--- config.mk ---
export PLATFORM = sky130hd
export DESIGN_NAME = gf8_serial_divider
export DESIGN_NICKNAME = d
export VERILOG_FILES = /design/src/rtl/gf8_pkg.sv /design/src/rtl/gf8_serial_mul.sv /design/src/rtl/gf8_serial_divider.sv
export SDC_FILE = /design/constraint.sdc
export NUM_CORES = 1
export LEC_CHECK = 0
export CAP_MARGIN = 20
export CORE_ASPECT_RATIO = 1.25
export CORE_MARGIN = 2
export CORE_UTILIZATION = 61
export CTS_CLUSTER_DIAMETER = 150
export CTS_CLUSTER_SIZE = 28
export DETAILED_ROUTE_END_ITERATION = 10
export GPL_ROUTABILITY_DRIVEN = 0
export GPL_TIMING_DRIVEN = 0
export HOLD_SLACK_MARGIN = 0.1
export PLACE_DENSITY = 0.93
export SYNTH_ARGS = -nofsm -noshare
export SYNTH_HDL_FRONTEND = slang
export SYNTH_SLANG_ARGS = --single-unit
--- constraint.sdc ---
create_clock -name clk -period 5.6 [get_ports clk]
set_clock_uncertainty 0.2 [all_clocks]
set_input_delay 1.12 -clock clk [delete_from_list [all_inputs] [get_ports clk]]
set_output_delay 1.12 -clock clk [all_outputs]
set_load 0.02 [all_outputs]
--- src/rtl/gf8_pkg.sv ---
// Shared constants and helpers for the GF(2^8) serial datapath.
// Operand selection and the per-bit multiplier-row function live here.
package gf8_pkg;
  localparam int GF_W         = 8;
  localparam logic [7:0] AES_POLY = 8'h1B;
  localparam int NUM_OPS      = 14;
  localparam int SERIAL_STEPS = 8;

  localparam logic [2:0] ST_IDLE = 3'd0;
  localparam logic [2:0] ST_ZERO = 3'd1;
  localparam logic [2:0] ST_LOAD = 3'd2;
  localparam logic [2:0] ST_RUN  = 3'd3;
  localparam logic [2:0] ST_DONE = 3'd4;

  localparam logic [1:0] Y_R = 2'd0;
  localparam logic [1:0] Y_B = 2'd1;
  localparam logic [1:0] Y_A = 2'd2;

  // x operand is always the running value r; only y varies per op.
  function automatic logic [1:0] op_ysel(input logic [3:0] op);
    logic [1:0] s;
    if (op == 4'd13)      s = Y_A;
    else if (op == 4'd12) s = Y_R;
    else if (op[0])       s = Y_B;
    else                  s = Y_R;
    return s;
  endfunction

  function automatic logic [7:0] gf_step(input logic [7:0] p, input logic [7:0] x,
                                         input logic [7:0] g, input logic ybit);
    return {p[6:0], 1'b0} ^ (ybit ? x : 8'h00) ^ (p[7] ? g : 8'h00);
  endfunction
endpackage

--- src/rtl/gf8_serial_mul.sv ---
// Bit-serial GF(2^8) multiplier, one array row per cycle, MSB of y first.
// load captures operands and clears p; ready is high during the 8th step.
import gf8_pkg::*;

module gf8_serial_mul (
  input  logic            clk,
  input  logic            rst_n,
  input  logic            load,
  input  logic [GF_W-1:0] x,
  input  logic [GF_W-1:0] y,
  input  logic [GF_W-1:0] g,
  output logic [GF_W-1:0] p,
  output logic            ready
);
  logic [GF_W-1:0] xr, yr, gr;
  logic [2:0]      cnt;
  logic            act;

  assign ready = act && (cnt == 3'(SERIAL_STEPS - 1));

  always_ff @(posedge clk) begin
    if (!rst_n) begin
      xr  <= '0;
      yr  <= '0;
      gr  <= '0;
      p   <= '0;
      cnt <= '0;
      act <= 1'b0;
    end else if (load) begin
      xr  <= x;
      yr  <= y;
      gr  <= g;
      p   <= '0;
      cnt <= '0;
      act <= 1'b1;
    end else if (act) begin
      p   <= gf_step(p, xr, gr, yr[GF_W-1]);
      yr  <= {yr[GF_W-2:0], 1'b0};
      cnt <= cnt + 3'd1;
      if (ready) act <= 1'b0;
    end
  end
endmodule

--- src/rtl/gf8_serial_divider.sv ---
// GF(2^8) divider q = a * b^254 via 14 serial multiplies; done LAT cycles after accept.
// The accept cycle doubles as the load slot of the first multiply.
import gf8_pkg::*;

module gf8_serial_divider #(
  parameter int LAT = NUM_OPS * (SERIAL_STEPS + 1)
) (
  input  logic            clk,
  input  logic            rst_n,
  input  logic            start,
  input  logic [GF_W-1:0] a,
  input  logic [GF_W-1:0] b,
  input  logic [GF_W-1:0] g,
  output logic            busy,
  output logic            done,
  output logic [GF_W-1:0] q,
  output logic            div_by_zero
);
  logic [2:0]      state;
  logic [3:0]      op;
  logic [GF_W-1:0] a_r, b_r, g_r;
  logic            accept;
  logic            mul_load, mul_ready;
  logic [GF_W-1:0] mul_x, mul_y, mul_g, mul_p;

  assign busy   = (state != ST_IDLE) || done;
  assign accept = start && !busy;

  // r lives in the multiplier accumulator between ops; op 0 starts from b.
  always_comb begin
    mul_load = (accept && (b != '0)) || (state == ST_LOAD);
    mul_x    = mul_p;
    mul_g    = g_r;
    mul_y    = mul_p;
    if (accept) begin
      mul_x = b;
      mul_y = b;
      mul_g = g;
    end else begin
      case (op_ysel(op))
        Y_B:     mul_y = b_r;
        Y_A:     mul_y = a_r;
        default: mul_y = mul_p;
      endcase
    end
  end

  gf8_serial_mul u_mul (
    .clk   (clk),
    .rst_n (rst_n),
    .load  (mul_load),
    .x     (mul_x),
    .y     (mul_y),
    .g     (mul_g),
    .p     (mul_p),
    .ready (mul_ready)
  );

  always_ff @(posedge clk) begin
    if (!rst_n) begin
      state       <= ST_IDLE;
      op          <= '0;
      a_r         <= '0;
      b_r         <= '0;
      g_r         <= '0;
      q           <= '0;
      div_by_zero <= 1'b0;
      done        <= 1'b0;
    end else begin
      done <= 1'b0;
      case (state)
        ST_IDLE: begin
          if (accept) begin
            a_r   <= a;
            b_r   <= b;
            g_r   <= g;
            op    <= '0;
            state <= (b == '0) ? ST_ZERO : ST_RUN;
          end
        end
        ST_ZERO: begin
          done        <= 1'b1;
          q           <= '0;
          div_by_zero <= 1'b1;
          state       <= ST_IDLE;
        end
        ST_RUN: begin
          if (mul_ready) begin
            if (op == 4'(NUM_OPS - 1)) begin
              state <= ST_DONE;
            end else begin
              op    <= op + 4'd1;
              state <= ST_LOAD;
            end
          end
        end
        ST_LOAD: state <= ST_RUN;
        ST_DONE: begin
          done        <= 1'b1;
          q           <= mul_p;
          div_by_zero <= 1'b0;
          state       <= ST_IDLE;
        end
        default: state <= ST_IDLE;
      endcase
    end
  end
endmodule

# == After elaboration in Yosys (flattened, before gate mapping) ==
# Cells that the tools add are included.
# op_classes
addsub,2
n_eq_ne,12
muxes,27
n_bitwise,3
n_reduce_logical,18
# ops
operator,n
$mux 8,7
$pmux 8 s2,2
$xor 8x8->8,2
$mux 4,3
$mux 3,3
$pmux 3 s3,1
$eq 4x4->1 const B,2
$logic_not 8->1,1
$pmux 4 s2,1
$reduce_bool 8->1,1
$eq 3x2->1 const B,2
$eq 3x3->1 const B,2
$mux 1,6
$mux 2,3
$ne 2x2->1 const B,3
$reduce_bool 2->1,3
$add 4x1->4 const B,1
$reduce_and 2->1,2
$reduce_and 4->1,1
$reduce_or 2->1,2
$add 3x1->3 const B,1
$eq 3x1->1 const B,1
$logic_and 1x1->1,3
$logic_not 3->1,1
7 further kinds,8
# totals
ff_bits,77
in_bits,27
out_inout_bits,11
elab_cells,76

# == Logic depth before layout (Yosys ltp) ==
# Gate-level depths: netlist (run 1).
# depth
word_depth,9
ltp_mapped,8
mapped_depth_nobuf,6

# == Hierarchy ==
# Synthesis (run 1) repeated with hierarchy kept, for this count alone.
# hier_totals
cells_unflattened,462
hier_area_um2,4030.1
# by_module_without_submodules
module,n_inst,cells_per_inst,area_per_inst_um2,seq_area_each_um2
gf8_serial_divider,1,267,2123.3,820.8
gf8_serial_mul,1,195,1906.8,720.7

# == Least setup slack after synthesis (run 1) ==
# No wires, ideal clock.
# synth_timing
kind,in2reg
start,input b[7]
end,register u_mul.yr[5]
setup_ns,0.138
arrival_time_ns,2.421
slack_ns,2.841
cell_stages,5
path_buffers,1
cell_sequence,or4_4 o211a_4 buf_6 a2111oi_4 a311oi_2
# synth_via
elab_chain_len,4
word_cells_on_any_way,5
classes_between,mux: 1; reduce/logical: 4
# synth_lines
item,line_no,text
from (decl),gf8_serial_divider.sv:12,"input logic [GF_W-1:0] b,"
$reduce_bool 8->1 *,gf8_serial_divider.sv:31,mul_load = (accept && (b != '0)) || (state == ST_LOAD);
$logic_and 1x1->1 *,gf8_serial_divider.sv:31,
$logic_or 1x1->1 *,gf8_serial_divider.sv:31,
$mux 8 / $reduce_bool 2->1 (equally long branches),n/a,
to (signal assigned),gf8_serial_mul.sv:31,yr <= y;
to (signal assigned),gf8_serial_mul.sv:38,"yr <= {yr[GF_W-2:0], 1'b0};"
to (decl),gf8_serial_mul.sv:15,"logic [GF_W-1:0] xr, yr, gr;"
# Mark *: on every way between the ends. The rest lies on a longest branch, timed or not.
# A chain may end at the register's enable or synchronous reset.

# == Final worst setup path (run 1) ==
# layout_timing
start,register state[1]
end,output busy
# layout_via
elab_chain_len,2
# layout_lines
item,line_no,text
from (decl),gf8_serial_divider.sv:19,logic [2:0] state;
from (signal assigned),gf8_serial_divider.sv:78,state <= (b == '0) ? ST_ZERO : ST_RUN;
$reduce_bool 3->1,gf8_serial_divider.sv:26,assign busy = (state != ST_IDLE) || done;
$logic_or 1x1->1,gf8_serial_divider.sv:26,
to (decl),gf8_serial_divider.sv:14,"output logic busy,"
# No other way between the ends.

==> flow_summary.yaml, run 1 <==
timing:
  rsz0062_at_grt: "no"
  fin_crit_sh_pct: 56.7
  max_slew_margin_pct: 57.3
  fin_crit_ns: 3.18
  final_critical_path_setup_slack_ns: 2.42
  final-setup-viol-count: 0
  max_freq_ghz: 0.315
  slew_violations: 0
  setup_tns_ns: 0
  worst_pin_slew_ns: 0.640
  hold_viol_final: 0
grt:
  track_usage_pct: 32.4
  grt_pass1_wl_mm: 16.7
  gr-total-overflow: 0
  antenna_found_initial: 0
  first_global_vias: 3462
  grt_max_degree: 14
clock_network:
  cts.sinks: 77
  clk_latency_ns: 0.36
  cts_buffers: 9
  hold_buffers: 0
  cts_max_level: 3
  post_cts_resized: 0
  cts-root-buf: "clkbuf_8"
  postCtsSetupBuffers: 0
  cts_tree: "done"
  clock_path_buffers: 2
  cts.clk_slew.worst_paths_ns: 0.08
logic_synthesis:
  syn_area_um2: 3790
  synth-seq-cells: 77
  yosysSeqAreaShare_pct: 40.7
  syn_nets: 450
  syn_area_per_cell_um2: 9.06
  netlist_instances: 418
  yosysWarnings: 0
  yosys.area_share.simple_pct: 20.7
  synth_cell_types: 49
  synth_mux_area_share_pct: 2.64
  synth_compound_area_share_pct: 24.7
  synth_fa_ha_area_share_pct: 1.65
  async_reset_ff_share_pct: 0
  synth_top_family_by_area: "compound AO/OA/AOI/OAI gates"
  synth_edf_count: 0
  synth_xor_area_share_pct: 4.26
  synth_ff_type: "dfxtp_1"
critical_path:
  crit_slowest_cell: "clkdlybuf4s50_1"
  cp_top_family: "buffers and inverters"
  path_max_fanout: 9
  cp-start-kind: "register"
  critPathBufInv: 3
  path_cells: "buf_2 -> nor4_4 -> inv_1 -> clkdlybuf4s50_1"
  crit_path_max_incr_delay_ns: 0.55
  end_kind: "primary output"
  path_class: "reg -> out"
  worstPathRequired_ns: 4.28
  crit_arrival_ns: 1.86
detailed_routing:
  routedWlPerCell_um: 19.0
  antenna_left: 0
  vias_per_cell: 6.42
  remaining_drc_errors: 0
  drt_iter0_drc: 456
  num_vias: 3570
  routed_wirelength_mm: 10.6
  first_pass_iters: 5
placed_design:
  post-place-ws_ns: 2.21
  port_buffers: 37
  dp_hpwl_mm: 6.96
  place_area_um2: 4270
layout:
  final_area_um2: 4540
  syn_to_final_growth_pct: 19.7
  multiInputGateArea_um2: 2040
  final_util_pct: 74.5
  fillCellCount: 432
  register_area_um2: 1540
  insertedDiodeCount: 0
  mostFrequentLayoutCells: "dfxtp_1 (77), nand2_1 (62), a21oi_1 (38), clkdlybuf4s50_1 (37), nor2_1 (24)"
  nets: 498
  drive_gt1_share_pct: 10.8
  mostFrequentLayoutCell: "dfxtp_1"
power:
  p_leak_nw: 1.66
  finalPower_mw: 1.46
  ir_drop_mv: 0.241
  powerDensity_nw_per_um2: 321
floorplanning:
  fp-row-count: 32
  initial_core_util_pct: 62.3
  die_area_um2: 6860
  io_pins: 38
  core-area_um2: 6090
  die_h_um: 92.1
  die_w_um: 74.5
status:
  status: "finished clean"
run:
  drv_cap: 0
hold_path:
  hold_class: "reg -> reg"
[Yosys cell counts (2+ instances only)]
master,number,area (um2)
a21boi_0,8,60.1
a2bb2oi_1,8,70.1
or4_4,2,22.5
nand2b_1,17,106
a31o_2,7,61.3
nor2_1,24,90.1
mux2i_1,10,100
a311oi_2,4,60.1
a31oi_1,2,12.5
xnor3_1,6,135
buf_6,4,45.0
ha_1,5,62.6
nand2_1,62,233
a311oi_1,11,96.3
nor2b_1,17,106
a21oi_1,38,190
xnor2_1,3,26.3
buf_2,6,30.0
buf_4,2,15.0
a2111oi_0,3,26.3
clkbuf_1,23,86.3
inv_1,7,26.3
dfxtp_1,77,1540
o221ai_1,8,70.1
a211oi_1,10,75.1
o21ai_0,5,25.0
nor3_1,19,95.1
nand4b_1,2,17.5
nand3_1,3,15.0
or3_1,4,25.0
a2111oi_4,3,82.6
[metrics by stage]
step,hold slack [ns],cells
global route,0.290,556
detailed placement,0.251,540
floorplan,0.236,418
global placement,0.245,540
finish,0.265,556
CTS,0.262,556
[state kept, by name, summed over array words and instances (netlist names)]
| name | flops |
|---|---|
| op | 4 |
| u_mul.cnt | 3 |
| b_r | 8 |
| state | 3 |
| g_r | 8 |
| a_r | 8 |
| q | 8 |
| div_by_zero | 1 |
| u_mul.act | 1 |
| done | 1 |
| u_mul.yr | 8 |
| u_mul.xr | 8 |
| u_mul.p | 8 |
| u_mul.gr | 8 |
[worst paths after layout]
path	startpoint	endpoint	slack, ns	cells after the start
setup / recovery	state[1]	busy	2.42	4
hold / removal	b_r[3]	b_r[3]	0.27	2
setup reg to reg	op[0]	u_mul.yr[5]	2.83	8
hold reg to reg	b_r[3]	b_r[3]	0.27	2
[per-layer routing]
metal	wire length (um)	vias up	global-route usage (%)	part of all wire [%]
met2	5300	208	52.0	50
met4	496	0	20.7	4.7
met1	3950	1695	37.6	37
li1	-	1613	-	-
met5	0	-	0	0
met3	818	54	7.80	7.7
[worst reg2reg max path: cells and delay by family (launching register included)]
family	cells	cell delay (ns)
compound gates	3	0.65
fa+ha+maj	1	0.23
buf+inv	3	0.94
flops	1	0.39
simple gates	1	0.22
[report_power, final]
part / switching (mW) / leakage [nW] / total (mW) / internal [mW]
registers: 0.0284 / 0.629 / 0.620 / 0.591
clock network: 0.214 / 0.136 / 0.567 / 0.353
logic: 0.153 / 0.891 / 0.269 / 0.116
total: 0.395 / 1.66 / 1.46 / 1.06
[kinds of logic after synthesis]
logic type / after synthesis
adder cells (fa/ha/maj): 5
flip-flops: 77
AO/OA/AOI/OAI: 117
XOR/XNOR: 9
AND/OR/NAND/NOR: 158
buffers and inverters: 42
multiplexers: 10
[area by class of cell]
class                           instances  share of cell area, %
Tap cell                               85                   2.34
Clock inverter                          6                   2.95
Buffer                                 35                   3.89
Inverter                                7                  0.579
Timing Repair Buffer                   37                   8.16
Multi-Input combinational cell        299                   45.1
Clock buffer                           10                   3.03
Sequential cell                        77                   34.0
(Power assumes the default switching activity.)
==> run 2: changes to the inputs <==
CORE_UTILIZATION = 57   (was 61)
PLACE_DENSITY = 0.88   (was 0.93)
clock period = 3.1 ns   (was 5.6 ns; I/O delays follow)
==> run 2 against run 1 <==
  * Sequential power grew 81%
  * Non-clock buffer count is the same
  * First-iteration DRC count shrank 15%
  * Via count shrank 2.5%
  * Largest power group unchanged
==> flow_summary.yaml, run 2 (synthesis gave the netlist of run 1 again) <==
status:
  status: "finished clean"
layout:
  mostFrequentLayoutCell: "dfxtp_1"
  insertedDiodeCount: 0
  mostFrequentLayoutCells: "dfxtp_1 (77), nand2_1 (62), a21oi_1 (38), clkdlybuf4s50_1 (37), nor2_1 (24)"
  syn_to_final_growth_pct: 18.3
  drive_gt1_share_pct: 10.8
  nets: 498
critical_path:
  worstPathRequired_ns: 2.28
  rrSetupSlack_ns: 0.51
  crit_arrival_ns: 1.86
  path_max_fanout: 9
  cp-start-kind: "register"
  end_kind: "primary output"
  path_class: "reg -> out"
floorplanning:
  io_pins: 38
  die_area_um2: 7320
  die_h_um: 95.2
  fp-row-count: 33
  die_w_um: 76.9
  initial_core_util_pct: 58.4
  core-area_um2: 6480
clock_network:
  clock_path_buffers: 2
  cts.clk_slew.worst_paths_ns: 0.08
  postCtsSetupBuffers: 0
  post_cts_resized: 0
  cts_max_level: 3
  cts.sinks: 77
  cts_tree: "done"
  clk_latency_ns: 0.36
  cts_buffers: 9
  cts-root-buf: "clkbuf_8"
  hold_buffers: 0
detailed_routing:
  num_vias: 3482
  routed_wirelength_mm: 9.98
  remaining_drc_errors: 0
  routedWlPerCell_um: 17.9
  first_pass_iters: 5
  vias_per_cell: 6.24
  antenna_left: 0
  drt_iter0_drc: 386
run:
  drv_cap: 0
timing:
  max_freq_ghz: 0.374
  setup_tns_ns: 0
  slew_violations: 0
  final_critical_path_setup_slack_ns: 0.424
  fin_crit_sh_pct: 86.3
  final-setup-viol-count: 0
  max_slew_margin_pct: 55.0
  rsz0062_at_grt: "no"
  worst_pin_slew_ns: 0.675
  fin_crit_ns: 2.68
  hold_viol_final: 0
grt:
  grt_max_degree: 14
  first_global_vias: 3410
  gr-total-overflow: 0
  antenna_found_initial: 0
  track_usage_pct: 29.0
  grt_pass1_wl_mm: 16.5
power:
  ir_drop_mv: 0.373
  powerDensity_nw_per_um2: 542
  p_leak_nw: 1.63
placed_design:
  dp_hpwl_mm: 7.05
  port_buffers: 37
  post-place-ws_ns: 0.216
hold_path:
  hold_class: "reg -> reg"
run 2: changes by cell type in the layout (fill, tap and decap cells not counted), sizes merged:
cell and delta:
bufinv -2, clkinvlp +2, clkbuf -1, clkinv +1
run 2: stage by stage:
stage,instances,instance area (um2),hold slack [ns],total power [mW],utilization (%)
CTS,558,4480,0.261,2.41,69.1
global route,558,4480,0.290,2.52,69.1
finish,558,4480,0.261,2.43,69.1
detailed placement,542,4270,0.250,1.61,65.8
floorplan,418,3790,0.236,1.46,-
global placement,542,4270,0.242,1.59,65.8
run 2: worst max-delay path: stages, from the launching register on:
cell and delay [ns]:
dfxtp_1 0.31, buf_2 0.18, nor4_4 0.39, inv_1 0.08
clkdlybuf4s50_1 0.55
run 2: area by class of cell:
cell class | instances | area, um2
multi-input combinational | 299 | 2040
inverter | 7 | 26.3
clock buffer | 9 | 124
timing repair buffer | 37 | 370
clock inverter | 7 | 90.1
tap | 87 | 109
sequential | 77 | 1540
buffer | 35 | 176
fill | 507 | 2000
run 2: power breakdown:
part / internal (mW) / total [mW] / leakage [nW] / switching (mW)
registers: 1.07 / 1.12 / 0.629 / 0.0502
logic: 0.210 / 0.481 / 0.891 / 0.271
clock network: 0.449 / 0.829 / 0.105 / 0.380
total: 1.73 / 2.43 / 1.63 / 0.701
run 2: path summary, 6_finish.rpt:
kind,start,end,cells after the start
min reg2reg,b_r[1],b_r[1],2
max reg2reg,op[0],u_mul.yr[6],8
max,state[1],busy,4
min,b_r[1],b_r[1],2
run 2: per-layer routing:
layer / global-route usage [%] / routed length [um] / vias up
met5: 0 / 0 / -
met4: 20.6 / 496 / 0
met3: 7.39 / 770 / 45
met2: 48.8 / 4850 / 186
met1: 32.3 / 3860 / 1646
li1: - / - / 1605
==> run 3: changes to the inputs <==
MAX_ROUTING_LAYER = met4   (was unset)
==> run 3 against run 2 <==
  * First-iteration DRC count decreased by 21%
  * Critical path type unchanged
  * Largest power group unchanged
  * Final cell count unchanged
  * Critical endpoint unchanged
  * Total power decreased by 0.28%
==> flow_summary.yaml, run 3 (synthesis gave the netlist of run 1 again) <==
detailed_routing:
  remaining_drc_errors: 0
  first_pass_iters: 5
  num_vias: 3463
  routedWlPerCell_um: 17.7
  vias_per_cell: 6.21
  routed_wirelength_mm: 9.90
  antenna_left: 0
  drt_iter0_drc: 305
timing:
  fin_crit_sh_pct: 86.1
  fin_crit_ns: 2.67
  max_slew_margin_pct: 52.7
  holdWs_ns: 0.270
  worst_pin_slew_ns: 0.709
  setup_tns_ns: 0
  final-setup-viol-count: 0
  hold_viol_final: 0
  final_critical_path_setup_slack_ns: 0.432
  slew_violations: 0
  rsz0062_at_grt: "no"
  max_freq_ghz: 0.375
hold_path:
  hold_class: "reg -> reg"
floorplanning:
  die_h_um: 95.2
  initial_core_util_pct: 58.4
  fp-row-count: 33
  core-area_um2: 6480
  io_pins: 38
  die_area_um2: 7320
  die_w_um: 76.9
clock_network:
  cts_buffers: 9
  cts.sinks: 77
  post_cts_resized: 0
  postCtsSetupBuffers: 0
  cts_tree: "done"
  hold_buffers: 0
  cts.clk_slew.worst_paths_ns: 0.08
  clock_path_buffers: 2
  clk_latency_ns: 0.36
  cts_max_level: 3
  cts-root-buf: "clkbuf_8"
grt:
  gr-total-overflow: 0
  first_global_vias: 3411
  grt_pass1_wl_mm: 16.5
  antenna_found_initial: 0
  grt_max_degree: 14
  track_usage_pct: 29.9
placed_design:
  post-place-ws_ns: 0.216
  dp_cells: 542
  dp_hpwl_mm: 7.05
  port_buffers: 37
  place_area_um2: 4270
layout:
  fillCellCount: 507
  register_area_um2: 1540
  final_area_um2: 4480
  multiInputGateArea_um2: 2040
  insertedDiodeCount: 0
  mostFrequentLayoutCell: "dfxtp_1"
  nets: 498
  stdcell_count: 558
  drive_gt1_share_pct: 10.8
  syn_to_final_growth_pct: 18.3
  mostFrequentLayoutCells: "dfxtp_1 (77), nand2_1 (62), a21oi_1 (38), clkdlybuf4s50_1 (37), nor2_1 (24)"
  final_util_pct: 69.1
run:
  drv_cap: 0
power:
  finalPower_mw: 2.42
  powerDensity_nw_per_um2: 540
  p_leak_nw: 1.63
  ir_drop_mv: 0.373
status:
  status: "finished clean"
critical_path:
  end_kind: "primary output"
  cp-start-kind: "register"
  path_class: "reg -> out"
  crit_arrival_ns: 1.85
  path_max_fanout: 9
  worstPathRequired_ns: 2.28
## run 3: cell counts in the layout (fill, tap and decap cells not counted)
No cell type changed its count.
## run 3: worst paths after layout
path	start	end	slack (ns)	depth (start not counted)
worst max-delay path	state[1]	busy	0.43	4
worst min-delay path	b_r[4]	b_r[4]	0.27	2
worst max register to register	op[0]	u_mul.yr[6]	0.48	8
worst min register to register	b_r[4]	b_r[4]	0.27	2
## run 3: metal layers
layer  vias up  share of wire [%]  GRT usage (%)  wire length, um
met5         -                  0              -                0
met4         0                5.5           20.3              546
met2       182                 49           48.9             4800
met3        55                8.1           7.20              797
li1       1611                  -              -                -
met1      1615                 38           32.4             3750
## run 3: power by group
part           internal (mW)  total, mW  switching [mW]
logic                  0.210      0.480           0.270
registers               1.07       1.12          0.0491
clock network          0.449      0.824           0.376
## run 3: cell type report
class                      instances  area share, %
sequential                        77           34.4
tap                               87           2.43
buffer                            35           3.94
clock buffer                       9           2.76
inverter                           7          0.586
clock inverter                     7           2.01
multi-input combinational        299           45.6
timing repair buffer              37           8.26
## run 3: worst max-delay path, cell delays in order, from the launching register on
cell and delay [ns]:
dfxtp_1 0.31, buf_2 0.17, nor4_4 0.39, inv_1 0.07, clkdlybuf4s50_1 0.55
